--- src/rtl/fpu_pkg.sv ---
// fpu_pkg: shared definitions for the iterative FPU datapath (multiplier and divider).
//   mul_state_t : multiplier sequencer states
//   fp_class_t  : operand classification (denormals fold into ZERO)
//   constants   : IEEE-754 single-precision field widths, bias, canonical quiet NaN
//   classify()  : operand classifier
package fpu_pkg;

  typedef enum logic [1:0] {
    IDLE,
    MULT,
    ROUND
  } mul_state_t;

  typedef enum logic [1:0] {
    ZERO,
    NORMAL,
    INF,
    NAN
  } fp_class_t;

  localparam int          EXP_BIAS = 127;
  localparam int          EXP_MAX  = 255;
  localparam int          FRAC_W   = 23;
  localparam int          MANT_W   = 24;
  localparam logic [31:0] QNAN     = 32'h7FC00000;

  // A zero exponent is classed as ZERO: denormals are flushed.
  function automatic fp_class_t classify(input logic [31:0] x);
    fp_class_t c;
    if (x[30:23] == 8'h00) begin
      c = ZERO;
    end else if (x[30:23] == 8'hFF) begin
      if (x[22:0] == 23'd0) c = INF;
      else                  c = NAN;
    end else begin
      c = NORMAL;
    end
    return c;
  endfunction

endpackage

--- src/rtl/fpu_mul_round.sv ---
// fpu_mul_round: combinational normalize, round-to-nearest-even and pack for the
// multiplier. Build macro FPU_MUL_FLAGS_EN adds the exception flag output.
// Ports:
//   sign    in   1  product sign
//   exp_sum in  10  signed ea + eb - bias, before normalization
//   prod    in  48  raw 24x24 mantissa product
//   result  out 32  packed IEEE-754 single
//   flags   out  4  {invalid, overflow, underflow, inexact} (FPU_MUL_FLAGS_EN only)
module fpu_mul_round
  import fpu_pkg::*;
(
  input  logic               sign,
  input  logic signed [9:0]  exp_sum,
  input  logic        [47:0] prod,
  output logic        [31:0] result
`ifdef FPU_MUL_FLAGS_EN
  ,
  output logic        [3:0]  flags
`endif
);

  logic               norm;
  logic        [22:0] mant;
  logic               guard;
  logic               sticky;
  logic               round_up;
  logic        [23:0] mant_r;
  logic signed [9:0]  exp_n;
  logic               overflow;
  logic               tiny;

  always_comb begin
    norm = prod[47];
    if (norm) begin
      mant   = prod[46:24];
      guard  = prod[23];
      sticky = |prod[22:0];
    end else begin
      mant   = prod[45:23];
      guard  = prod[22];
      sticky = |prod[21:0];
    end
    round_up = guard & (sticky | mant[0]);
    // A carry into bit 23 leaves the fraction at zero and bumps the exponent.
    mant_r   = {1'b0, mant} + {23'd0, round_up};
    exp_n    = exp_sum + 10'(norm) + 10'(mant_r[23]);
    overflow = (exp_n >= $signed(10'(EXP_MAX)));
    tiny     = (exp_n <= 10'sd0);

    if (overflow) begin
      result = {sign, 8'hFF, 23'd0};
    end else if (tiny) begin
      result = {sign, 31'd0};
    end else begin
      result = {sign, exp_n[7:0], mant_r[FRAC_W-1:0]};
    end
  end

`ifdef FPU_MUL_FLAGS_EN
  logic underflow;

  always_comb begin
    underflow = tiny & (prod != 48'd0);
    flags     = {1'b0, overflow, underflow, guard | sticky | overflow | underflow};
  end
`endif

endmodule

--- src/rtl/fpu_multiplication.sv ---
// fpu_multiplication: iterative IEEE-754 single-precision multiplier using a
// shift-add 24x24 mantissa multiply, BITS_PER_CYCLE multiplier bits per step
// (legal: 1, 2, 4, 8). Special operands resolve on the accepting edge; normal
// operands take ITERS+1 cycles from the accepting edge. Denormals are flushed.
// Build macro FPU_MUL_FLAGS_EN adds the flags output.
// Ports:
//   clk        in   1  clock, rising edge
//   rst        in   1  synchronous active-high reset
//   start      in   1  request, sampled only when idle and not in the done cycle
//   operand_a  in  32  multiplicand
//   operand_b  in  32  multiplier
//   result     out 32  registered product, held until the next accepted start
//   busy       out  1  operation in progress
//   done       out  1  one-cycle pulse, result valid
//   flags      out  4  {invalid, overflow, underflow, inexact} (FPU_MUL_FLAGS_EN only)
//
// state | meaning
// IDLE  | waiting for start; special operands complete here directly
// MULT  | shift-add iterations, ITERS edges
// ROUND | normalize/round/pack, pulse done
module fpu_multiplication
  import fpu_pkg::*;
#(
  parameter int BITS_PER_CYCLE = 1
)
(
  input  logic        clk,
  input  logic        rst,
  input  logic        start,
  input  logic [31:0] operand_a,
  input  logic [31:0] operand_b,
  output logic [31:0] result,
  output logic        busy,
  output logic        done
`ifdef FPU_MUL_FLAGS_EN
  ,
  output logic [3:0]  flags
`endif
);

  localparam int         ITERS    = MANT_W / BITS_PER_CYCLE;
  localparam logic [4:0] CNT_LAST = 5'(ITERS - 1);

  mul_state_t         state;
  mul_state_t         state_next;
  logic               sign_q;
  logic signed [9:0]  exp_sum_q;
  logic        [47:0] mcand;
  logic        [23:0] mplier;
  logic        [47:0] acc;
  logic        [4:0]  cnt;

  fp_class_t          cls_a;
  fp_class_t          cls_b;
  logic               sign_in;
  logic signed [9:0]  exp_sum_in;
  logic               accept;
  logic               special;
  logic               is_nan;
  logic        [31:0] spec_result;
  logic        [47:0] partial;
  logic        [31:0] rnd_result;

`ifdef FPU_MUL_FLAGS_EN
  logic        [3:0]  rnd_flags;
`endif

  always_comb begin
    cls_a      = classify(operand_a);
    cls_b      = classify(operand_b);
    sign_in    = operand_a[31] ^ operand_b[31];
    exp_sum_in = $signed({2'b00, operand_a[30:23]} + {2'b00, operand_b[30:23]} - 10'(EXP_BIAS));
    // The done cycle is already IDLE, but a start there must not be taken.
    accept     = (state == IDLE) & start & ~done;
    special    = (cls_a != NORMAL) | (cls_b != NORMAL);
    is_nan     = (cls_a == NAN) | (cls_b == NAN) |
                 ((cls_a == INF) & (cls_b == ZERO)) |
                 ((cls_a == ZERO) & (cls_b == INF));
    if (is_nan) begin
      spec_result = QNAN;
    end else if ((cls_a == INF) | (cls_b == INF)) begin
      spec_result = {sign_in, 8'hFF, 23'd0};
    end else begin
      spec_result = {sign_in, 31'd0};
    end
    // mcand is pre-shifted each step, so the low multiplier bits weight it directly.
    partial = mcand * 48'(mplier[BITS_PER_CYCLE-1:0]);
  end

  always_comb begin
    state_next = state;
    case (state)
      IDLE:    if (accept && !special) state_next = MULT;
      MULT:    if (cnt == CNT_LAST)    state_next = ROUND;
      ROUND:   state_next = IDLE;
      default: state_next = IDLE;
    endcase
  end

  fpu_mul_round u_round (
    .sign    (sign_q),
    .exp_sum (exp_sum_q),
    .prod    (acc),
    .result  (rnd_result)
`ifdef FPU_MUL_FLAGS_EN
    ,
    .flags   (rnd_flags)
`endif
  );

  always_ff @(posedge clk) begin
    if (rst) begin
      state     <= IDLE;
      result    <= 32'd0;
      busy      <= 1'b0;
      done      <= 1'b0;
      sign_q    <= 1'b0;
      exp_sum_q <= 10'sd0;
      mcand     <= 48'd0;
      mplier    <= 24'd0;
      acc       <= 48'd0;
      cnt       <= 5'd0;
`ifdef FPU_MUL_FLAGS_EN
      flags     <= 4'd0;
`endif
    end else begin
      state <= state_next;
      done  <= 1'b0;
      case (state)
        IDLE: begin
          if (accept) begin
            sign_q    <= sign_in;
            exp_sum_q <= exp_sum_in;
            mcand     <= {24'd0, 1'b1, operand_a[22:0]};
            mplier    <= {1'b1, operand_b[22:0]};
            acc       <= 48'd0;
            cnt       <= 5'd0;
`ifdef FPU_MUL_FLAGS_EN
            flags     <= special ? {is_nan, 3'b000} : 4'd0;
`endif
            if (special) begin
              result <= spec_result;
              done   <= 1'b1;
            end else begin
              busy   <= 1'b1;
            end
          end
        end
        MULT: begin
          acc    <= acc + partial;
          mcand  <= mcand << BITS_PER_CYCLE;
          mplier <= mplier >> BITS_PER_CYCLE;
          cnt    <= cnt + 5'd1;
        end
        ROUND: begin
          result <= rnd_result;
`ifdef FPU_MUL_FLAGS_EN
          flags  <= rnd_flags;
`endif
          done   <= 1'b1;
          busy   <= 1'b0;
        end
        default: ;
      endcase
    end
  end

endmodule

--- config.mk ---
export PLATFORM = sky130hd
export DESIGN_NAME = fpu_multiplication
export DESIGN_NICKNAME = d
export VERILOG_FILES = /design/src/rtl/fpu_pkg.sv /design/src/rtl/fpu_mul_round.sv /design/src/rtl/fpu_multiplication.sv
export SDC_FILE = /design/constraint.sdc
export NUM_CORES = 1
export LEC_CHECK = 0
export BUFFER_PORTS_ARGS = -buffer_cell sky130_fd_sc_hd__buf_4
export CORE_ASPECT_RATIO = 1.25
export CORE_MARGIN = 1.5
export CORE_UTILIZATION = 60
export CTS_CLUSTER_SIZE = 25
export DETAILED_ROUTE_END_ITERATION = 12
export PLACE_DENSITY = 0.81
export SLEW_MARGIN = 25
export SYNTH_ARGS = -nofsm -noshare
export SYNTH_HDL_FRONTEND = slang
export SYNTH_SLANG_ARGS = --single-unit
--- constraint.sdc ---
create_clock -name clk -period 4.7 [get_ports clk]
set_input_delay 0.94 -clock clk [delete_from_list [all_inputs] [get_ports clk]]
set_output_delay 0.94 -clock clk [all_outputs]
set_load 0.02 [all_outputs]
=== Word-level counts from Yosys, hierarchy flattened ===
Cells that the tools add are included.

* Output and inout bits: 34
* Word-level logic and storage cells: 100
* Register bits: 172

* Reduce and logical (&&, ||, !) cells: 18
* $add $sub $neg: 7
* Magnitude comparators: 2
* Mux-type cells: 33
* Bitwise operators: 13
* Equal/unequal tests: 16
* $mul: 1

{| class="wikitable"
|+ Operators by type and width
! operator !! number
|-
| $pmux 48 s2 || 2
|-
| $mux 32 || 3
|-
| $mux 48 || 2
|-
| $mux 31 || 3
|-
| $pmux 32 s2 || 1
|-
| $add 48x48->48 || 1
|-
| $mul 48x1->48 || 1
|-
| $pmux 24 s2 || 1
|-
| $logic_not 23->1 || 2
|-
| $add 23x1->24 || 1
|-
| $mux 24 || 1
|-
| $mux 23 || 1
|-
| $reduce_or 23->1 || 1
|-
| $reduce_or 22->1 || 1
|-
| $add 10x1->10 || 2
|-
| $eq 8x8->1 const B || 2
|-
| $logic_not 8->1 || 2
|-
| $mux 2 || 6
|-
| $eq 2x2->1 const B || 5
|-
| $ge 10x9->1 const B || 1
|-
| $le 10x1->1 const B || 1
|-
| $pmux 5 s2 || 1
|-
| $sub 9x7->10 const B || 1
|-
| $add 8x8->9 || 1
|-
| other kinds (19) || 47
|}

=== Depth between registers and ports, before layout ===
* Depth after elaboration: 12
* Mapped depth: 19
* Gate-level depth less buffers: 16

=== Cells and area by module ===
A second synthesis with hierarchy kept.

* Cells, all modules: 1,405
* Area, all modules: 11,093.1 um^2

{| class="wikitable"
|+ By module, submodules not included
! module !! times used !! area each (um^2) !! seq. area each (um^2) !! cells each
|-
| fpu_multiplication || 1 || 9,410.3 || 3,443.3 || 1,164
|-
| fpu_mul_round || 1 || 1,682.9 || 0.0 || 241
|}

=== Least setup slack after synthesis ===
OpenSTA, ideal clock, no wires.

* Path kind: reg2reg
* Start point: reg acc[47]
* End point: reg result[8]
* Setup time: 0.070 ns
* Period minus slack after synthesis: 3.815 ns
* Cell stages (with the launch flop): 18
* Required time: 4.630 ns
* Arrival: 3.745 ns
* Path slack: 0.885 ns
* Cells stage by stage: dfxtp_1 buf_2 nor2b_1 o2111ai_1 or2_2 nor4_4 nand2_1 fa_1 and2b_1 nor2b_1 nand4_1 nor2_1 a22o_1 nand2_1 nor2_1 buf_2 nand4_1 a21oi_1

* Longest elaborated chain between the ends: 9
* Elaborated cells between the ends (all ways): 13
* Those cells by class: add/sub (3); order compare (2); mux (6); bitwise (2)

{| class="wikitable"
|+ Ends and longest elaborated chain
! what !! line !! source
|-
| start: declaration || fpu_multiplication.sv:50 || <nowiki>logic [47:0] acc;</nowiki>
|-
| start signal: assignment || fpu_multiplication.sv:150 || <nowiki>acc <= acc + partial;</nowiki>
|-
| $mux 1 / $mux 23 (equally long branches) || fpu_mul_round.sv:34 || <nowiki>if (norm) begin</nowiki>
|-
| $or 1x1->1 || fpu_mul_round.sv:43 || <nowiki>round_up = guard & (sticky | mant[0]);</nowiki>
|-
| $and 1x1->1 || fpu_mul_round.sv:43 ||
|-
| $add 23x1->24 || fpu_mul_round.sv:45 || <nowiki>mant_r = {1'b0, mant} + {23'd0, round_up};</nowiki>
|-
| $add 10x1->10 || fpu_mul_round.sv:46 || <nowiki>exp_n = exp_sum + 10'(norm) + 10'(mant_r[23]);</nowiki>
|-
| $le 10x1->1 || fpu_mul_round.sv:48 || <nowiki>tiny = (exp_n <= 10'sd0);</nowiki>
|-
| $mux 31 || fpu_mul_round.sv:52 || <nowiki>end else if (tiny) begin</nowiki>
|-
| $mux 31 (*) || fpu_mul_round.sv:50 || <nowiki>if (overflow) begin</nowiki>
|-
| $pmux 32 s2 (*) || fpu_multiplication.sv:129 || <nowiki>case (state)</nowiki>
|-
| end signal: assignment || fpu_multiplication.sv:142 || <nowiki>result <= spec_result;</nowiki>
|-
| end signal: assignment || fpu_multiplication.sv:156 || <nowiki>result <= rnd_result;</nowiki>
|-
| end: declaration || fpu_multiplication.sv:32 || <nowiki>output logic [31:0] result,</nowiki>
|}

Every way passes the cells marked *; elsewhere a longest branch is shown, timed or not.
A chain may end at the register's enable or synchronous reset.

=== Worst setup path in the final report ===
* Start point: reg acc[47]
* End point: reg result[14]

Same word-level chain as after synthesis.

==> reports/metrics.cfg <==
[outcome]
outcome=finished clean

[floorplanning]
ios=101
dieHeight_um=152
core_um2=17400
rows=54
die_area_um2=18600
initial_core_util_pct=61.1
die_width_um=122

[route]
post_drt_wl_per_cell_um=17.2
postRouteAntennaNets=0
drt_iter0_drc=835
vias=10400
dr.pass1.iters=7
drt-total-wl_um=28700
via_per_inst=6.24
drc_errors=0

[yosys]
ys.flop_type=dfxtp_1
synth_common_cells=nor2_1 (196), dfxtp_1 (172), a21oi_1 (135)
ys_top_cells_by_area=dfxtp_1 (32%), ha_1 (7.5%), nor2_1 (6.9%), a21oi_1 (6.3%), nand2_1 (4.7%)
ys_ff_latch=172
synth_area_um2=10700
yosysWarnings=0
yosys.area.top_type=dfxtp_1
synth_top_cell_area_share_pct=32.3
avgSynthCellArea_um2=7.82
yosysUniqueCellTypes=67
yosysSeqAreaShare_pct=32.3
synth_edf_count=0
async_flop_share_pct=0
yosysMostFrequentCell=nor2_1
syn_nets=1497
syn_inst=1363

[placement]
gp_congestion=0.914
dp.cells=1634
pre_cts_ws_ps=325
io_buffer_count=100
dp_hpwl_um=20500

[grt]
grt_pass1_vias=9794
grt_use_total_pct=31.2
overflow=0
grt_pass1_wl_um=47300
antenna_found_initial=0
grt_max_degree=91

[timing]
maxSlewViolCount=0
whs_ps=467
grt_setup_unrepaired=false
min_period_over_period_pct=91.4
fmax_ghz=0.233
setup_ws_ps=405
tightest_slew_ps=967
setup-violations-final=0
skew_ps=10.4
min_period_ps=4300
tns_ps=0
slew_headroom_pct=35.5
finalHoldViolCount=0

[worst_setup_path]
critPathRequiredTime_ps=5080
arrival_ps=4670
criticalPathCategory=flip-flop to flip-flop
worst_setup_path_start_kind=flip-flop
cp-end-kind=flip-flop
cp_max_fo=22

[clock_network]
cts_sinks=172
insertion_delay_ps=440
postCtsHoldBufs=0
cts_post_setup_buffers_inserted=0
ctsRootBufferMaster=clkbuf_16
clk_pin_slew_worst_paths_ps=70
tritoncts=built
htreeDepth=4
cts.path.max_buffers=2
cts-buffers-inserted=17

[cells_and_area]
final_layout_size_suffix_gt1_share_pct=12.9
area_growth_pct=14.6
fin_nets=1563
diodes=0
final_cells=1666
fin_util_pct=70.1

[flow_run]
drv_cap=0

[power]
p_leak_nw=5.14
ir_drop_uv=238
p_per_area_nw_per_um2=275

[min_path]
min_path_type=flip-flop to flip-flop

metrics by stage:
| step | area, um^2 | total power (W) |
|---|---|---|
| 6_report | 12200 | 0.00336 |
| 3_3_place_gp | 11600 | 0.00197 |
| 2_1_floorplan | 10700 | 0.00184 |
| 4_1_cts | 12200 | 0.00337 |
| 3_5_place_dp | 11600 | 0.00198 |
| 5_1_grt | 12200 | 0.00349 |
flip-flops by register name, indices dropped and copies added, names as in the netlist, 2 cells and up:
register,cells
state,2
mplier,24
exp_sum_q,10
acc,48
cnt,5
result,32
mcand,48
power by group:
group          internal (W)  total [W]  switching (W)
sequential          0.00151    0.00156      0.0000507
clock              0.000724    0.00141       0.000687
combinational      0.000154   0.000388       0.000234
total               0.00239    0.00336       0.000972
metal layers:
| layer | GRT usage (%) | up-vias | wire length [um] |
|---|---|---|---|
| li1 | - | 5059 | - |
| met1 | 38.7 | 4919 | 12000 |
| met2 | 52.5 | 346 | 14200 |
| met3 | 4.02 | 75 | 1360 |
| met4 | 15.7 | 0 | 1190 |
| met5 | 0 | - | 0 |
path summary, 6_finish.rpt:
kind	start	endpoint	slack [ps]	cells past startpoint
worst max-delay path	acc[47]$_SDFFE_PP0P_	result[14]$_SDFFE_PP0P_	400	16
worst min-delay path	busy$_SDFFE_PP0P_	busy$_SDFFE_PP0P_	470	2
worst max register to register	acc[47]$_SDFFE_PP0P_	result[14]$_SDFFE_PP0P_	400	16
worst min register to register	busy$_SDFFE_PP0P_	busy$_SDFFE_PP0P_	470	2
kinds of logic after synthesis:
kind of cell	count (synthesis)	share of synthesized area, %
DFF	172	32.3
and+or+nand+nor	567	25.3
muxes	20	1.93
AOI/OAI and AO/OA	376	23.7
xor gates and xnor gates	63	5.18
buffers and inverters	98	3.57
adders and majority gates	67	8.08
what timing repair did:
action / CTS / global route
resized for setup: 0 / 1
setup endpoints to repair: 0 / 22
hold endpoints to repair: 0 / 0
cell usage in the layout (no fill, tap or decap), drive strengths merged, types with 30 or more instances in the layout:
cell,netlist,final
o21ai,43,43
ha,64,64
nand2,134,134
inv,20,30
a22oi,33,33
nor4,52,52
nor2,197,197
and2,53,53
a22o,45,45
xnor2,42,42
a21oi,137,137
dfxtp,172,172
buf,18,125
nand3,38,38
cell type report:
class	instances	area, um^2
inverters	20	75.1
clock inverters	14	145
well taps	224	280
clock buffers	18	439
flip-flops and latches	172	3440
repair buffers	125	958
multi-input cells	1093	6870
fillers	1405	5220
critical path, stage by stage (launching register included):
cell     delay [ps]
dfxtp_2         480
nand2_1         110
a21oi_1         340
nand2_1         250
nor4_4          490
nand2_1         120
fa_1            450
and2b_1         310
nor2b_1         270
nand4_1         230
nor2_1          140
a22o_1          220
nand2_1         130
nor2_1          130
buf_4           270
a32oi_1         150
nor2_1          120
Power figures use the tool's default switching activity.
